$ cat config.mk
export PLATFORM = sky130hd
export DESIGN_NAME = quad_decoder_array_flat
export DESIGN_NICKNAME = d
export VERILOG_FILES = /design/src/rtl/quad_decoder_array_if.sv /design/src/rtl/quad_decoder_array.sv /design/src/flat_wrapper.sv
export SDC_FILE = /design/constraint.sdc
export NUM_CORES = 2
export LEC_CHECK = 0
export CELL_PAD_IN_SITES_DETAIL_PLACEMENT = 1
export CELL_PAD_IN_SITES_GLOBAL_PLACEMENT = 2
export CORE_UTILIZATION = 34
export DETAILED_ROUTE_END_ITERATION = 10
export PLACE_DENSITY = 0.91
export SYNTH_ARGS = -nofsm -noshare
export SYNTH_HDL_FRONTEND = slang
export SYNTH_SLANG_ARGS = --single-unit
$ cat constraint.sdc
create_clock -name clk -period 44 [get_ports clk]
set_input_delay 4.4 -clock clk [delete_from_list [all_inputs] [get_ports clk]]
set_output_delay 4.4 -clock clk [all_outputs]
set_load 0.03 [all_outputs]
$ cat src/rtl/quad_decoder_array_if.sv
// Bus bundle for the multi-channel quadrature decoder.
// err_cnt_flat only exists when QUAD_ERR_CNT_EN is defined.
interface quad_decoder_array_if #(
  parameter int NUM_CH  = 12,
  parameter int COUNT_W = 32,
  parameter int ERR_W   = 8
);
  logic [NUM_CH-1:0]         quad_a;
  logic [NUM_CH-1:0]         quad_b;
  logic [NUM_CH-1:0]         clr;
  logic                      snap;
  logic [NUM_CH*COUNT_W-1:0] count_flat;
  logic [NUM_CH*COUNT_W-1:0] snap_flat;
  logic                      snap_valid;
  logic [NUM_CH-1:0]         err;
`ifdef QUAD_ERR_CNT_EN
  logic [NUM_CH*ERR_W-1:0]   err_cnt_flat;

  modport master (
    output quad_a, quad_b, clr, snap,
    input  count_flat, snap_flat, snap_valid, err, err_cnt_flat
  );
  modport slave (
    input  quad_a, quad_b, clr, snap,
    output count_flat, snap_flat, snap_valid, err, err_cnt_flat
  );
`else
  modport master (
    output quad_a, quad_b, clr, snap,
    input  count_flat, snap_flat, snap_valid, err
  );
  modport slave (
    input  quad_a, quad_b, clr, snap,
    output count_flat, snap_flat, snap_valid, err
  );
`endif
endinterface

$ cat src/rtl/quad_decoder_array.sv
// Multi-channel 4x quadrature decoder with coherent snapshot.
// Define QUAD_ERR_CNT_EN to add saturating illegal-transition counters.
module quad_decoder_array #(
  parameter int NUM_CH   = 12,
  parameter int COUNT_W  = 32,
  parameter int FILT_LEN = 4,
  parameter int ERR_W    = 8
) (
  input logic clk,
  input logic reset,
  quad_decoder_array_if.slave bus
);
  localparam logic [3:0] STAB_MAX = 4'(FILT_LEN - 1);

  logic [NUM_CH-1:0]         a_s1, a_s2, b_s1, b_s2;
  logic [1:0]                start_q;
  logic                      ld, run;
  logic [1:0]                s2     [NUM_CH];
  logic [1:0]                filt_q [NUM_CH];
  logic [1:0]                prev_q [NUM_CH];
  logic [3:0]                stab_q [NUM_CH][2];
  logic [1:0]                dlt    [NUM_CH];
  logic [COUNT_W-1:0]        cnt_q  [NUM_CH];
  logic [NUM_CH-1:0]         err_q;
  logic [NUM_CH*COUNT_W-1:0] cnt_flat;
  logic [NUM_CH*COUNT_W-1:0] snap_q;
  logic                      snap_v_q;

  assign ld  = start_q == 2'd2;
  assign run = start_q == 2'd3;

  always_ff @(posedge clk or posedge reset) begin
    if (reset) begin
      a_s1    <= '0;
      a_s2    <= '0;
      b_s1    <= '0;
      b_s2    <= '0;
      start_q <= '0;
    end else begin
      a_s1 <= bus.quad_a;
      a_s2 <= a_s1;
      b_s1 <= bus.quad_b;
      b_s2 <= b_s1;
      if (!run) start_q <= start_q + 2'd1;
    end
  end

  // Gray index {B, A^B}: forward order 00,10,11,01 maps to 0,1,2,3
  always_comb begin
    cnt_flat = '0;
    for (int i = 0; i < NUM_CH; i++) begin
      s2[i]  = {a_s2[i], b_s2[i]};
      dlt[i] = {filt_q[i][0], ^filt_q[i]}
             - {prev_q[i][0], ^prev_q[i]};
      cnt_flat[i*COUNT_W +: COUNT_W] = cnt_q[i];
    end
  end

  always_ff @(posedge clk or posedge reset) begin
    if (reset) begin
      for (int i = 0; i < NUM_CH; i++) begin
        filt_q[i]    <= '0;
        prev_q[i]    <= '0;
        stab_q[i][0] <= '0;
        stab_q[i][1] <= '0;
      end
    end else if (ld) begin
      for (int i = 0; i < NUM_CH; i++) begin
        filt_q[i]    <= s2[i];
        prev_q[i]    <= s2[i];
        stab_q[i][0] <= '0;
        stab_q[i][1] <= '0;
      end
    end else if (run) begin
      for (int i = 0; i < NUM_CH; i++) begin
        prev_q[i] <= filt_q[i];
        for (int j = 0; j < 2; j++) begin
          if (s2[i][j] == filt_q[i][j]) begin
            stab_q[i][j] <= '0;
          end else if (stab_q[i][j] == STAB_MAX) begin
            filt_q[i][j] <= s2[i][j];
            stab_q[i][j] <= '0;
          end else begin
            stab_q[i][j] <= stab_q[i][j] + 4'd1;
          end
        end
      end
    end
  end

  always_ff @(posedge clk or posedge reset) begin
    if (reset) begin
      err_q <= '0;
      for (int i = 0; i < NUM_CH; i++) cnt_q[i] <= '0;
    end else begin
      for (int i = 0; i < NUM_CH; i++) begin
        if (bus.clr[i]) begin
          cnt_q[i] <= '0;
          err_q[i] <= 1'b0;
        end else if (run) begin
          unique case (dlt[i])
            2'd1:    cnt_q[i] <= cnt_q[i] + COUNT_W'(1);
            2'd3:    cnt_q[i] <= cnt_q[i] - COUNT_W'(1);
            2'd2:    err_q[i] <= 1'b1;
            default: ;
          endcase
        end
      end
    end
  end

  // Snapshot takes the pre-update counts, so clr on the same edge is not seen
  always_ff @(posedge clk or posedge reset) begin
    if (reset) begin
      snap_q   <= '0;
      snap_v_q <= 1'b0;
    end else begin
      snap_v_q <= bus.snap;
      if (bus.snap) snap_q <= cnt_flat;
    end
  end

  assign bus.count_flat = cnt_flat;
  assign bus.snap_flat  = snap_q;
  assign bus.snap_valid = snap_v_q;
  assign bus.err        = err_q;

`ifdef QUAD_ERR_CNT_EN
  logic [ERR_W-1:0]        ecnt_q [NUM_CH];
  logic [NUM_CH*ERR_W-1:0] ecnt_flat;

  always_ff @(posedge clk or posedge reset) begin
    if (reset) begin
      for (int i = 0; i < NUM_CH; i++) ecnt_q[i] <= '0;
    end else begin
      for (int i = 0; i < NUM_CH; i++) begin
        if (bus.clr[i])
          ecnt_q[i] <= '0;
        else if (run && dlt[i] == 2'd2 && ecnt_q[i] != '1)
          ecnt_q[i] <= ecnt_q[i] + ERR_W'(1);
      end
    end
  end

  always_comb begin
    ecnt_flat = '0;
    for (int i = 0; i < NUM_CH; i++)
      ecnt_flat[i*ERR_W +: ERR_W] = ecnt_q[i];
  end

  assign bus.err_cnt_flat = ecnt_flat;
`endif
endmodule

$ cat src/flat_wrapper.sv
// flat-port wrapper written by rule: the top's interface ports become plain ports
module quad_decoder_array_flat 
#(
  parameter int NUM_CH   = 12,
  parameter int COUNT_W  = 32,
  parameter int FILT_LEN = 4,
  parameter int ERR_W    = 8
)
  (clk, reset, bus_quad_a, bus_quad_b, bus_clr, bus_snap, bus_count_flat, bus_snap_flat, bus_snap_valid, bus_err);
  quad_decoder_array_if #(.NUM_CH(NUM_CH), .COUNT_W(COUNT_W), .ERR_W(ERR_W)) bus_i ();
  input logic clk;
  input logic reset;
  input wire logic [$bits(bus_i.quad_a)-1:0] bus_quad_a;
  input wire logic [$bits(bus_i.quad_b)-1:0] bus_quad_b;
  input wire logic [$bits(bus_i.clr)-1:0] bus_clr;
  input wire logic [$bits(bus_i.snap)-1:0] bus_snap;
  output wire logic [$bits(bus_i.count_flat)-1:0] bus_count_flat;
  output wire logic [$bits(bus_i.snap_flat)-1:0] bus_snap_flat;
  output wire logic [$bits(bus_i.snap_valid)-1:0] bus_snap_valid;
  output wire logic [$bits(bus_i.err)-1:0] bus_err;
  assign bus_i.quad_a = bus_quad_a;
  assign bus_i.quad_b = bus_quad_b;
  assign bus_i.clr = bus_clr;
  assign bus_i.snap = bus_snap;
  assign bus_count_flat = bus_i.count_flat;
  assign bus_snap_flat = bus_i.snap_flat;
  assign bus_snap_valid = bus_i.snap_valid;
  assign bus_err = bus_i.err;
  quad_decoder_array #(.NUM_CH(NUM_CH), .COUNT_W(COUNT_W), .FILT_LEN(FILT_LEN), .ERR_W(ERR_W)) u_core (.clk(clk), .reset(reset), .bus(bus_i));
endmodule
==> run metrics <==
DRC Markers=0; area fraction in compound gates after synthesis=11.6%; layout cell share with drive strength beyond 1=11.4%; most frequent CP cell=buf_4; skew final=0.0247 ns; WP buf/inv=5; syn avg cell area=9.25 sq um; R2R Setup Slk=39.01 ns; CTS tree=done; # hold bufs at CTS=0; fmax=136 MHz; Net Count, Synth=6159; Post-Synth Adder-Cell Area=1.66%; wire per inst=21.8 um; Synth Area in XOR/XNOR=6.31%; # rows=148; multi-input logic area=0.0292 sq mm; global-route wire length before repair=307 mm; critical-path cell list=clkdlybuf4s50_1 > inv_8 > buf_4 > buf_4 > buf_4; delay-heaviest family, CP=buffers and inverters; crit end category=async pin; critical path required time=44.75 ns; endpoints failing hold=0; Placer Congestion=0.862; Post-synth EDFFs=0; Worst EP arrival=8.09 ns; setup bufs post-CTS=0; Critical Path Fanout Max=93; Starting Density=34.3%; vias in the first global route=51600; register area share after synthesis=43.6%; vias per cell=5.67; Tmin final=7.34 ns; Final ANT Viol Nets=0; Core Footprint=0.163 sq mm; largest net degree at the start of global routing=155; post-synthesis instance area=0.0559 sq mm; final wirelength=192 mm; Hold Crit Class=flop to flop; fill count=18500; CTS Buf Count=113; DR iter-0 viols=2999; area grow syn2layout=23.9%; crit path max-delay cell type=buf_4; top-count cell post-synth=dfrtp_1; multiplexer share of the synthesized area=9.77%; cell count after synthesis=6046; clock sinks=975; Synth async-reset ratio=100%; final setup fails=0; max_slew headroom=24.6%; CTS resizes=0; combinational family with the most area after synthesis=simple AND/OR/NAND/NOR gates; GR Overflow Total=0; Horiz. Die Dim=408 um; total negative slack=0 ns; Tcrit/Tclk final=16.7%; Max Cap Viol=0; Main synth FF type=dfrtp_1; top cells by count, synth=dfrtp_1, nor2_1, nand2_1, clkbuf_1, mux2_2; largest cells by area after synthesis=dfrtp_1, mux2_2, nor2_1; max-slew violation count=0; GRT Util Overall=22.6%; Seq cells post-synth=975; Port Buffers=819; Worst-Skew Late Latency=0.78 ns; Worst Setup Start Kind=input pin; post-synth top area share=43.6%; root buf cell=clkbuf_16; status=finished, final reports clean; Via Count=49900; synth unique cells=102; fin nets=6643; Max Root-Sink Buffers=3; FF+latch area=0.0244 sq mm; slowest stage delay, CP=0.89 ns; drt first pass iters=5; H-tree depth=3; RSZ-0062 raised after global routing=no; post-DP HPWL=133 mm; clock slew at reported path FFs=0.07 ns; worst slew pin tran=1.10 ns; initial antenna violation count=2; yosys warns=0; io pins=820; die height=408 um; simple-gate share of the synthesized area=22.9%; critical path class=input pin to async pin; largest area contributor in the netlist=dfrtp_1; Die ar.=0.166 sq mm
==> layout make-up <==
| class | instances | share of cell area [%] |
|---|---|---|
| Clock buffer | 158 | 4.61 |
| Antenna cell | 3 | 0.0108 |
| Clock inverter | 52 | 0.926 |
| Multi-Input combinational cell | 4476 | 42.2 |
| Timing Repair Buffer | 905 | 12.8 |
| Tap cell | 2175 | 3.93 |
| Sequential cell | 975 | 35.2 |
| Inverter | 59 | 0.330 |
==> through the flow <==
stage               instances  area (sq um)  hold WS (ns)  util, %  setup slack [ns]
floorplan                6046         55900         0.331        -             12.17
global placement         8590         65400         0.334     40.2             35.74
detailed placement       8590         65400         0.336     40.2             35.68
CTS                      8800         69300         0.349     42.5             36.57
global route             8800         69300         0.357     42.5             36.13
finish                   8803         69300         0.342     42.5             36.66
==> per-layer routing <==
metal  GRT usage (%)  share of wire [%]  up-vias
li1                -                  -    22800
met1            29.0                 43    25700
met2            38.7                 49     1110
met3            3.56                4.2      291
met4            7.03                3.0        4
met5               0              0.012        -
==> cells in the final DEF, fill, tap and decap left out, drive strengths merged, types with 158 or more instances in the layout <==
cell type        n
o21ai          330
nor3           264
clkbuf         158
mux2           415
a21oi          356
nand2          486
xnor2          226
nor2           584
dfrtp          975
or3            177
clkdlybuf4s50  818
nand3          194
==> state kept, by name, summed over array words and instances, names as in the netlist <==
| register | count |
|---|---|
| u_core.b_s1 | 12 |
| u_core.bus.snap_flat | 384 |
| u_core.prev_q | 24 |
| u_core.bus.err | 12 |
| u_core.b_s2 | 12 |
| u_core.bus.count_flat | 384 |
| u_core.a_s1 | 12 |
| u_core.start_q | 2 |
| u_core.filt_q | 24 |
| u_core.stab_q | 96 |
| u_core.bus.snap_valid | 1 |
| u_core.a_s2 | 12 |
==> path summary, 6_finish.rpt <==
kind                                   start                    endpoint  depth (start not counted)
hold / removal                u_core.a_s1[5]              u_core.a_s2[5]                          0
hold reg to reg               u_core.a_s1[5]              u_core.a_s2[5]                          0
max in group clk                    bus_snap    u_core.bus.snap_flat[25]                          5
setup reg to reg           u_core.filt_q[16]  u_core.bus.count_flat[126]                         15
min in group asynchronous              reset   u_core.bus.snap_flat[237]                          2
setup / recovery                       reset    u_core.bus.snap_flat[56]                          5
==> cells by family (layout without fill, tap and decap cells) <==
kind of cell,Yosys count,after routing
buffers and inverters,595,1174
other,0,3
multiplexers,494,494
AO/OA/AOI/OAI,1057,1057
AND/OR/NAND/NOR,2477,2477
adder cells (fa/ha/maj),74,74
flip-flops,975,975
XOR/XNOR,374,374
Power is left out: the tool's default activity adds up to more than one toggle a clock period on the data nets, which glitch-free logic cannot reach.
